==> config.mk <==
export PLATFORM = sky130hd
export DESIGN_NAME = hazard_unit
export DESIGN_NICKNAME = d
export VERILOG_FILES = /design/src/rtl/hazard_unit.sv
export SDC_FILE = /design/constraint.sdc
export NUM_CORES = 1
export LEC_CHECK = 0
export CORE_MARGIN = 3
export CORE_UTILIZATION = 54
export CTS_BUF_LIST = sky130_fd_sc_hd__clkbuf_4 sky130_fd_sc_hd__clkbuf_8
export CTS_CLUSTER_DIAMETER = 200
export CTS_CLUSTER_SIZE = 28
export DETAILED_ROUTE_END_ITERATION = 12
export PLACE_DENSITY = 0.94
export SETUP_SLACK_MARGIN = 0.5
export SYNTH_ARGS = -nofsm -noshare
export SYNTH_HDL_FRONTEND = slang
export SYNTH_SLANG_ARGS = --single-unit
==> constraint.sdc <==
create_clock -name clk_i -period 4.9 [get_ports clk_i]
set_input_delay 1.47 -clock clk_i [delete_from_list [all_inputs] [get_ports clk_i]]
set_output_delay 1.47 -clock clk_i [all_outputs]
set_load 0.01 [all_outputs]
==> src/rtl/hazard_unit.sv <==
`default_nettype none
// ============================================================================
//  Module   : hazard_unit
//  Purpose  : Pipeline hazard detection. Selects operand forwarding sources
//             for the instruction in EX, tracks outstanding long-latency
//             writes in a per-register pending scoreboard, raises a stall for
//             load-use / RAW / WAW / capacity hazards, and counts stall cycles.
//  Ports    : clk_i, rstn_i              clock, async active-low reset
//             ex_rs_addr_i               EX source addresses (NUM_SRC x 5)
//             fwd_rd_addr_i/_write_rd_i/_data_valid_i   forwarding stages
//             id_rs_addr_i/_rs_used_i/_rd_addr_i/_write_rd_i/_long_lat_i/
//             id_issue_i                 decode-stage instruction
//             cmpl_valid_i/_rd_addr_i    long-latency write-back
//             cnt_clear_i                clears the stall counter
//             fwd_sel_o                  0 = regfile, k = stage k-1
//             stall_o, pending_cnt_o, stall_cycles_o, sb_err_o
//  Revision : 1.0  initial release
// ============================================================================
module hazard_unit #(
  parameter int NUM_SRC     = 2,
  parameter int NUM_FWD     = 2,
  parameter int MAX_PENDING = 4,
  parameter int SELW        = $clog2(NUM_FWD + 1),
  parameter int CNTW        = $clog2(MAX_PENDING + 1)
) (
  input  logic                    clk_i,
  input  logic                    rstn_i,
  input  logic [NUM_SRC*5-1:0]    ex_rs_addr_i,
  input  logic [NUM_FWD*5-1:0]    fwd_rd_addr_i,
  input  logic [NUM_FWD-1:0]      fwd_write_rd_i,
  input  logic [NUM_FWD-1:0]      fwd_data_valid_i,
  input  logic [NUM_SRC*5-1:0]    id_rs_addr_i,
  input  logic [NUM_SRC-1:0]      id_rs_used_i,
  input  logic [4:0]              id_rd_addr_i,
  input  logic                    id_write_rd_i,
  input  logic                    id_long_lat_i,
  input  logic                    id_issue_i,
  input  logic                    cmpl_valid_i,
  input  logic [4:0]              cmpl_rd_addr_i,
  input  logic                    cnt_clear_i,
  output logic [NUM_SRC*SELW-1:0] fwd_sel_o,
  output logic                    stall_o,
  output logic [CNTW-1:0]         pending_cnt_o,
  output logic [31:0]             stall_cycles_o,
  output logic                    sb_err_o
);

  localparam logic [CNTW-1:0] CNT_MAX = CNTW'(MAX_PENDING);

  logic [31:0]     pending_q, pending_d;
  logic [CNTW-1:0] cnt_q, cnt_d;
  logic [31:0]     stall_cnt_q, stall_cnt_d;
  logic            err_q, err_d;

  logic            load_use;
  logic            raw_hit;
  logic            waw_hit;
  logic            cap_hit;
  logic            set_en;
  logic            clr_en;
  logic [31:0]     set_mask;
  logic [31:0]     clr_mask;

  // --------------------------------------------------------------------------
  // Forwarding select. Stages are scanned from oldest to newest so the lowest
  // matching index (most recent result) overwrites any older match.
  // --------------------------------------------------------------------------
  always_comb begin
    fwd_sel_o = '0;
    load_use  = 1'b0;
    for (int s = 0; s < NUM_SRC; s++) begin
      logic [SELW-1:0] sel;
      logic            win_valid;
      sel       = '0;
      win_valid = 1'b1;
      for (int k = NUM_FWD - 1; k >= 0; k--) begin
        if (fwd_write_rd_i[k] && (fwd_rd_addr_i[k*5 +: 5] != 5'd0) &&
            (fwd_rd_addr_i[k*5 +: 5] == ex_rs_addr_i[s*5 +: 5])) begin
          sel       = SELW'(k + 1);
          win_valid = fwd_data_valid_i[k];
        end
      end
      fwd_sel_o[s*SELW +: SELW] = sel;
      // A winning stage whose data is not final (load in flight) cannot be
      // bypassed; an older valid match must not be used instead.
      if (!win_valid) begin
        load_use = 1'b1;
      end
    end
  end

  // --------------------------------------------------------------------------
  // Scoreboard hazards. pending_q[0] is held at zero so x0 never stalls.
  // --------------------------------------------------------------------------
  always_comb begin
    raw_hit = 1'b0;
    for (int s = 0; s < NUM_SRC; s++) begin
      if (id_rs_used_i[s] && pending_q[id_rs_addr_i[s*5 +: 5]]) begin
        raw_hit = 1'b1;
      end
    end
  end

  assign waw_hit = id_write_rd_i && pending_q[id_rd_addr_i];
  assign cap_hit = id_long_lat_i && id_write_rd_i && (cnt_q == CNT_MAX);
  assign stall_o = load_use || raw_hit || waw_hit || cap_hit;

  assign set_en   = id_issue_i && !stall_o && id_long_lat_i && id_write_rd_i &&
                    (id_rd_addr_i != 5'd0);
  // The completion sees the registered scoreboard only; no same-cycle bypass.
  assign clr_en   = cmpl_valid_i && pending_q[cmpl_rd_addr_i];
  assign set_mask = set_en ? (32'd1 << id_rd_addr_i)   : 32'd0;
  assign clr_mask = clr_en ? (32'd1 << cmpl_rd_addr_i) : 32'd0;

  // --------------------------------------------------------------------------
  // Next state. Set is applied after clear so a same-register pair ends set,
  // and the count nets to zero.
  // --------------------------------------------------------------------------
  always_comb begin
    pending_d    = (pending_q & ~clr_mask) | set_mask;
    pending_d[0] = 1'b0;

    cnt_d = cnt_q;
    if (set_en && !clr_en) begin
      if (cnt_q != CNT_MAX) begin
        cnt_d = cnt_q + CNTW'(1);
      end
    end else if (clr_en && !set_en) begin
      if (cnt_q != '0) begin
        cnt_d = cnt_q - CNTW'(1);
      end
    end

    err_d = err_q || (cmpl_valid_i && !pending_q[cmpl_rd_addr_i]);

    stall_cnt_d = stall_cnt_q;
    if (cnt_clear_i) begin
      stall_cnt_d = 32'd0;
    end else if (stall_o && (stall_cnt_q != 32'hFFFF_FFFF)) begin
      stall_cnt_d = stall_cnt_q + 32'd1;
    end
  end

  always_ff @(posedge clk_i or negedge rstn_i) begin
    if (!rstn_i) begin
      pending_q   <= 32'd0;
      cnt_q       <= '0;
      stall_cnt_q <= 32'd0;
      err_q       <= 1'b0;
    end else begin
      pending_q   <= pending_d;
      cnt_q       <= cnt_d;
      stall_cnt_q <= stall_cnt_d;
      err_q       <= err_d;
    end
  end

  assign pending_cnt_o  = cnt_q;
  assign stall_cycles_o = stall_cnt_q;
  assign sb_err_o       = err_q;

endmodule
`default_nettype wire

Word-level counts from Yosys, hierarchy flattened
Index checks and enable logic that the tools add are counted.
{"block": "totals", "input_bits": 53, "mem_count": 0, "latchBits": 0, "romBits": 0, "regBits": 67, "word_cells": 88, "mem_bits_rw": 0, "output_inout_bits": 41}
{"block": "op_classes", "n_reduce_logical": 36, "n_eq_ne": 8, "magnitude_cmp": 4, "addsub": 3, "n_mux": 28, "n_mul": 0, "bitwise": 3, "div_mod_pow": 0, "n_shift": 2}
{"operator": "two-way mux 32 bit", "n": 4}
{"operator": "<< shifter 1 x 5 -> 32 bit, first input constant", "n": 2}
{"operator": "adder 32 x 1 -> 32 bit, second input constant", "n": 1}
{"operator": "AND 32 bit", "n": 1}
{"operator": "inequality test 32 bit, second input constant", "n": 1}
{"operator": "NOT 32 bit", "n": 1}
{"operator": "bitwise OR 32 bit", "n": 1}
{"operator": "< comparator 5 x 6 -> 1 bit, second input constant", "n": 4}
{"operator": "binary-select mux 1 bit (select 5 bit)", "n": 4}
{"operator": "equality test 5 bit", "n": 4}
{"operator": "logical AND 1 bit", "n": 20}
{"operator": "nonzero test 5 bit", "n": 3}
{"operator": "two-way mux 1 bit", "n": 12}
{"operator": "two-way mux 3 bit", "n": 4}
{"operator": "two-way mux 2 bit", "n": 4}
{"operator": "nonzero test 2 bit", "n": 3}
{"operator": "zero test 1 bit", "n": 4}
{"operator": "logical OR 1 bit", "n": 4}
{"operator": "adder 3 x 1 -> 3 bit, second input constant", "n": 1}
{"operator": "equality test 3 bit, second input constant", "n": 1}
{"operator": "inequality test 3 bit, second input constant", "n": 1}
{"operator": "AND reduction 3 bit", "n": 1}
{"operator": "nonzero test 3 bit", "n": 1}
{"operator": "subtractor 3 x 1 -> 3 bit, second input constant", "n": 1}
{"operator": "inequality test 2 x 1 -> 1 bit, second input constant", "n": 1}

Depth between registers and ports, before layout
{"block": "depth", "depth_word": 19, "mapped_depth": 13, "depth_no_buf": 11}

Worst setup path after synthesis
OpenSTA, ideal clock, no wires.
{"block": "synth_timing", "path_type": "input to output", "from": "in id_rs_addr_i[5]", "to": "out stall_o", "arrival_time_ns": 3.154, "setup_slack_ns": 0.276, "stages": 7, "required_time_ns": 3.430, "n_path_buf": 1, "path_cell_list": "clkbuf_1 -> mux4_2 -> mux2i_1 -> nor2_1 -> a211oi_2 -> o211a_1 -> o21ai_1"}
{"block": "synth_via", "elab_chain_len": 7}
{"element": "start, declared", "line": "32", "text": "input logic [NUM_SRC*5-1:0] id_rs_addr_i,"}
{"element": "binary-select mux 1 bit (select 5 bit)", "line": "98", "text": "if (id_rs_used_i[s] && pending_q[id_rs_addr_i[s*5 +: 5]]) begin"}
{"element": "two-way mux 1 bit (not written as such)", "line": "98"}
{"element": "logical AND 1 bit", "line": "98"}
{"element": "two-way mux 1 bit", "line": "98"}
{"element": "logical OR 1 bit (3 in a row)", "line": "106", "text": "assign stall_o = load_use || raw_hit || waw_hit || cap_hit;"}
{"element": "end, declared", "line": "42", "text": "output logic stall_o,"}
No other way between the ends. The select of a mux whose other input is x is not followed.

Worst setup path after layout
Same ends and word-level chain as after synthesis.

==> results.sh <==
export IMPL_result_of_the_run="complete, no violations"
export IMPL_drt_initial_drc_count=448
export IMPL_h_tree_depth=3
export IMPL_antenna_found_initial=0
export IMPL_post_route_cells_drive_above_1_share_pct=22.6
export IMPL_antenna_diode_count=0
export IMPL_drt_pass1_iter_count=5
export IMPL_max_slew_margin_rel_pct=36.3
export IMPL_io_pins=94
export IMPL_layout_min_cycle_time_ns=4.80
export IMPL_synth_area_um2=4910
export IMPL_fp_dieArea_um2=10300
export IMPL_synth_top_area_cell="sky130_fd_sc_hd__dfrtp_1"
export IMPL_crit_path_max_fanout=5
export IMPL_reg2reg_slack_ns=1.69
export IMPL_fin_util_pct=76.4
export IMPL_seq_area_frac_synth_pct=34.1
export IMPL_post_cts_hold_buffer_count=0
export IMPL_tritoncts_num_sinks=67
export IMPL_detailedPlacementHpwl_mm=11.3
export IMPL_die_width_um=101
export IMPL_first_global_vias=5088
export IMPL_grt_remaining_overflow=0
export IMPL_rsz0062_at_grt="true"
export IMPL_route_detailed_drc=0
export IMPL_worst_slew_pin_slew_ns=0.953
export IMPL_cts_tree="done"
export IMPL_vias_per_cell=6.60
export IMPL_syn_to_final_growth_pct=36.2
export IMPL_syn_area_per_cell_um2=9.34
export IMPL_io_buffers=93
export IMPL_num_rows=34
export IMPL_via_count=5174
export IMPL_synthesis_nets=581
export IMPL_clk_pin_slew_ns=0.08
export IMPL_postSynthCellCount=526
export IMPL_yosys_register_bits=67
export IMPL_ys_top_cells_by_area="sky130_fd_sc_hd__dfrtp_1 34%, sky130_fd_sc_hd__mux4_2 11%, sky130_fd_sc_hd__o21ai_0 6.0%, sky130_fd_sc_hd__nand2_1 4.6%, sky130_fd_sc_hd__mux2i_1 3.5%"
export IMPL_finish_net_count=726
export IMPL_total_power_mw=1.66
export IMPL_netlist_cell_type_count=66
export IMPL_synth_top_cell_area_share_pct=34.1
export IMPL_route_detailed_wl_per_inst_um=20.3
export IMPL_startpoint_type="input port"
export IMPL_crit_required_ns=3.43
export IMPL_skew_ns=0.00964
export IMPL_start_util_pct=56.1
export IMPL_setup_violations_final=0
export IMPL_core_um2=8760
export IMPL_synthFlopType="sky130_fd_sc_hd__dfrtp_1"
export IMPL_clock_insertion_delay_at_the_later_pin_of_the_skew_report_ns=0.35
export IMPL_synth_warning_count=0
export IMPL_fillers=572
export IMPL_leakage_nw=2.60
export IMPL_routed_wirelength_mm=15.9
export IMPL_cts_buffers_inserted=9
export IMPL_ctsRootBufferMaster="sky130_fd_sc_hd__clkbuf_8"
export IMPL_synth_edf_count=0
export IMPL_asyncSetResetFlopFracSynth_pct=100
export IMPL_hold_class="reg -> reg"
export IMPL_worst_setup_path_end_kind="primary output"
export IMPL_timing_max_cap_violations=0
export IMPL_ir_drop_mv=0.176
export IMPL_critPathKind="in -> out"
export IMPL_finalMaxSlewViolations=0
export IMPL_cp_data_arrival_time_ns=3.33
export IMPL_track_usage_pct=31.1
export IMPL_fmaxAchievable_mhz=208
export IMPL_power_per_cell_area_nw_per_um2=249
export IMPL_grt_max_degree=38
export IMPL_antenna_violating_nets_post_route=0
export IMPL_gp_congestion=1.01
export IMPL_final_min_period_over_clock_period_pct=98.0
export IMPL_grt_first_pass_wirelength_mm=25.3
export IMPL_ctsLongestPathBuffers=2
export IMPL_hold_viol=0
export IMPL_y_dimension_of_the_die_um=101
layout make-up:
class	count	area, um^2	share of cell area [%]
multi-input combinational	421	3190	47.6
sequential	67	1680	25.0
timing repair buffer	162	1430	21.4
tap	108	135	2.02
clock buffer	9	124	1.85
clock inverter	7	101	1.51
inverter	10	37.5	0.561
power breakdown:
part | internal, mW | switching (mW)
registers | 0.596 | 0.0825
logic | 0.241 | 0.220
clock network | 0.290 | 0.234
path summary, 6_finish.rpt:
check / from / to / depth (start not counted)
worst max-delay path: id_rs_addr_i[5] / stall_o / 10
worst min-delay path: sb_err_o / sb_err_o / 1
worst max register to register: pending_q[8] / pending_cnt_o[2] / 12
worst min register to register: sb_err_o / sb_err_o / 1
max in group asynchronous: rstn_i / stall_cycles_o[28] / 2
min in group asynchronous: rstn_i / sb_err_o / 1
flip-flops by register name, indices dropped and copies added (netlist names):
| name | flops |
|---|---|
| pending_cnt_o | 3 |
| sb_err_o | 1 |
| pending_q | 31 |
| stall_cycles_o | 32 |
synthesized netlist by cell type, types with 2 or more instances:
master	count
sky130_fd_sc_hd__nor2_1	18
sky130_fd_sc_hd__xor2_1	7
sky130_fd_sc_hd__inv_1	10
sky130_fd_sc_hd__a221oi_1	2
sky130_fd_sc_hd__nand3b_1	8
sky130_fd_sc_hd__and2_1	4
sky130_fd_sc_hd__or3b_2	3
sky130_fd_sc_hd__o22ai_1	2
sky130_fd_sc_hd__nand2b_1	3
sky130_fd_sc_hd__and4_1	4
sky130_fd_sc_hd__nand2_1	60
sky130_fd_sc_hd__nand4_1	14
sky130_fd_sc_hd__and3b_1	2
sky130_fd_sc_hd__o41ai_1	2
sky130_fd_sc_hd__o21ai_0	59
sky130_fd_sc_hd__mux2i_1	17
sky130_fd_sc_hd__mux2_2	6
sky130_fd_sc_hd__nor3b_2	2
sky130_fd_sc_hd__a21oi_1	31
sky130_fd_sc_hd__dfrtp_1	67
sky130_fd_sc_hd__nand3_1	21
sky130_fd_sc_hd__o31ai_1	17
sky130_fd_sc_hd__clkbuf_1	16
sky130_fd_sc_hd__or3_1	15
sky130_fd_sc_hd__o21ai_2	3
sky130_fd_sc_hd__and3_1	4
sky130_fd_sc_hd__xnor2_1	15
sky130_fd_sc_hd__mux4_2	24
sky130_fd_sc_hd__nor3b_1	2
sky130_fd_sc_hd__buf_4	5
sky130_fd_sc_hd__or4_1	20
sky130_fd_sc_hd__o21ai_1	2
sky130_fd_sc_hd__buf_2	5
sky130_fd_sc_hd__nor3_1	7
sky130_fd_sc_hd__a22oi_1	5
sky130_fd_sc_hd__nor2b_1	14
repair_timing:
action | 4_1_cts | 5_1_grt
buffers inserted | 9 | 2
endpoints found under the hold margin | 0 | 0
gates resized for setup | 74 | 12
pin swaps | 14 | 4
setup endpoints to repair | 6 | 6
cells in the final DEF, fill, tap and decap left out, drive strengths merged, types with 5 or more instances in the layout:
| cell type | count |
|---|---|
| nand3b | 8 |
| buf | 75 |
| or3 | 15 |
| o31ai | 17 |
| nand2 | 60 |
| nand4 | 14 |
| nor3 | 7 |
| inv | 11 |
| xnor2 | 15 |
| mux2 | 7 |
| nor2 | 19 |
| a22oi | 5 |
| nor2b | 14 |
| dfrtp | 67 |
| clkbuf | 10 |
| a21oi | 31 |
| mux2i | 17 |
| nand3 | 21 |
| dlygate4sd2 | 23 |
| o21ai | 64 |
| xor2 | 7 |
| clkdlybuf4s50 | 57 |
| or4 | 20 |
| mux4 | 24 |
logic make-up after synthesis:
kind of cell             Yosys count  synth area share [%]
AO/OA/AOI/OAI                    142                  18.1
XOR/XNOR                          22                  3.92
adder cells (fa/ha/maj)            2                 0.662
buffers and inverters             38                  3.56
flip-flops                        67                  34.1
multiplexers                      48                  16.1
AND/OR/NAND/NOR                  207                  23.6
layer usage:
| layer | track usage [%] | vias to the layer above | wire, um |
|---|---|---|---|
| met5 | 0 | - | 0 |
| met4 | 12.1 | 0 | 646 |
| met3 | 6.06 | 66 | 1570 |
| met2 | 51.4 | 329 | 7630 |
| met1 | 40.7 | 2480 | 6070 |
| li1 | - | 2299 | - |
metrics by stage:
stage	std cells	cell area [um^2]	TNS, ns	hold slack [ns]	worst slack [ns]
detailed placement	757	6290	-0.850	0.445	-0.757
CTS	782	6630	0	0.463	0.0924
global route	784	6690	-0.0108	0.501	-0.0108
floorplan	526	4920	0	0.488	0.402
global placement	757	6290	-0.729	0.443	-0.692
finish	784	6690	0	0.461	0.0989
critical path: stages:
cell	delay [ns]
sky130_fd_sc_hd__dlygate4sd2_1	0.36
sky130_fd_sc_hd__buf_4	0.20
sky130_fd_sc_hd__nor2b_1	0.18
sky130_fd_sc_hd__a22oi_1	0.12
sky130_fd_sc_hd__o311a_1	0.13
sky130_fd_sc_hd__nor4_2	0.31
sky130_fd_sc_hd__buf_4	0.17
sky130_fd_sc_hd__o211a_4	0.18
sky130_fd_sc_hd__o21ai_4	0.08
sky130_fd_sc_hd__buf_6	0.13
No activity file was read; power rests on OpenSTA's default activity.
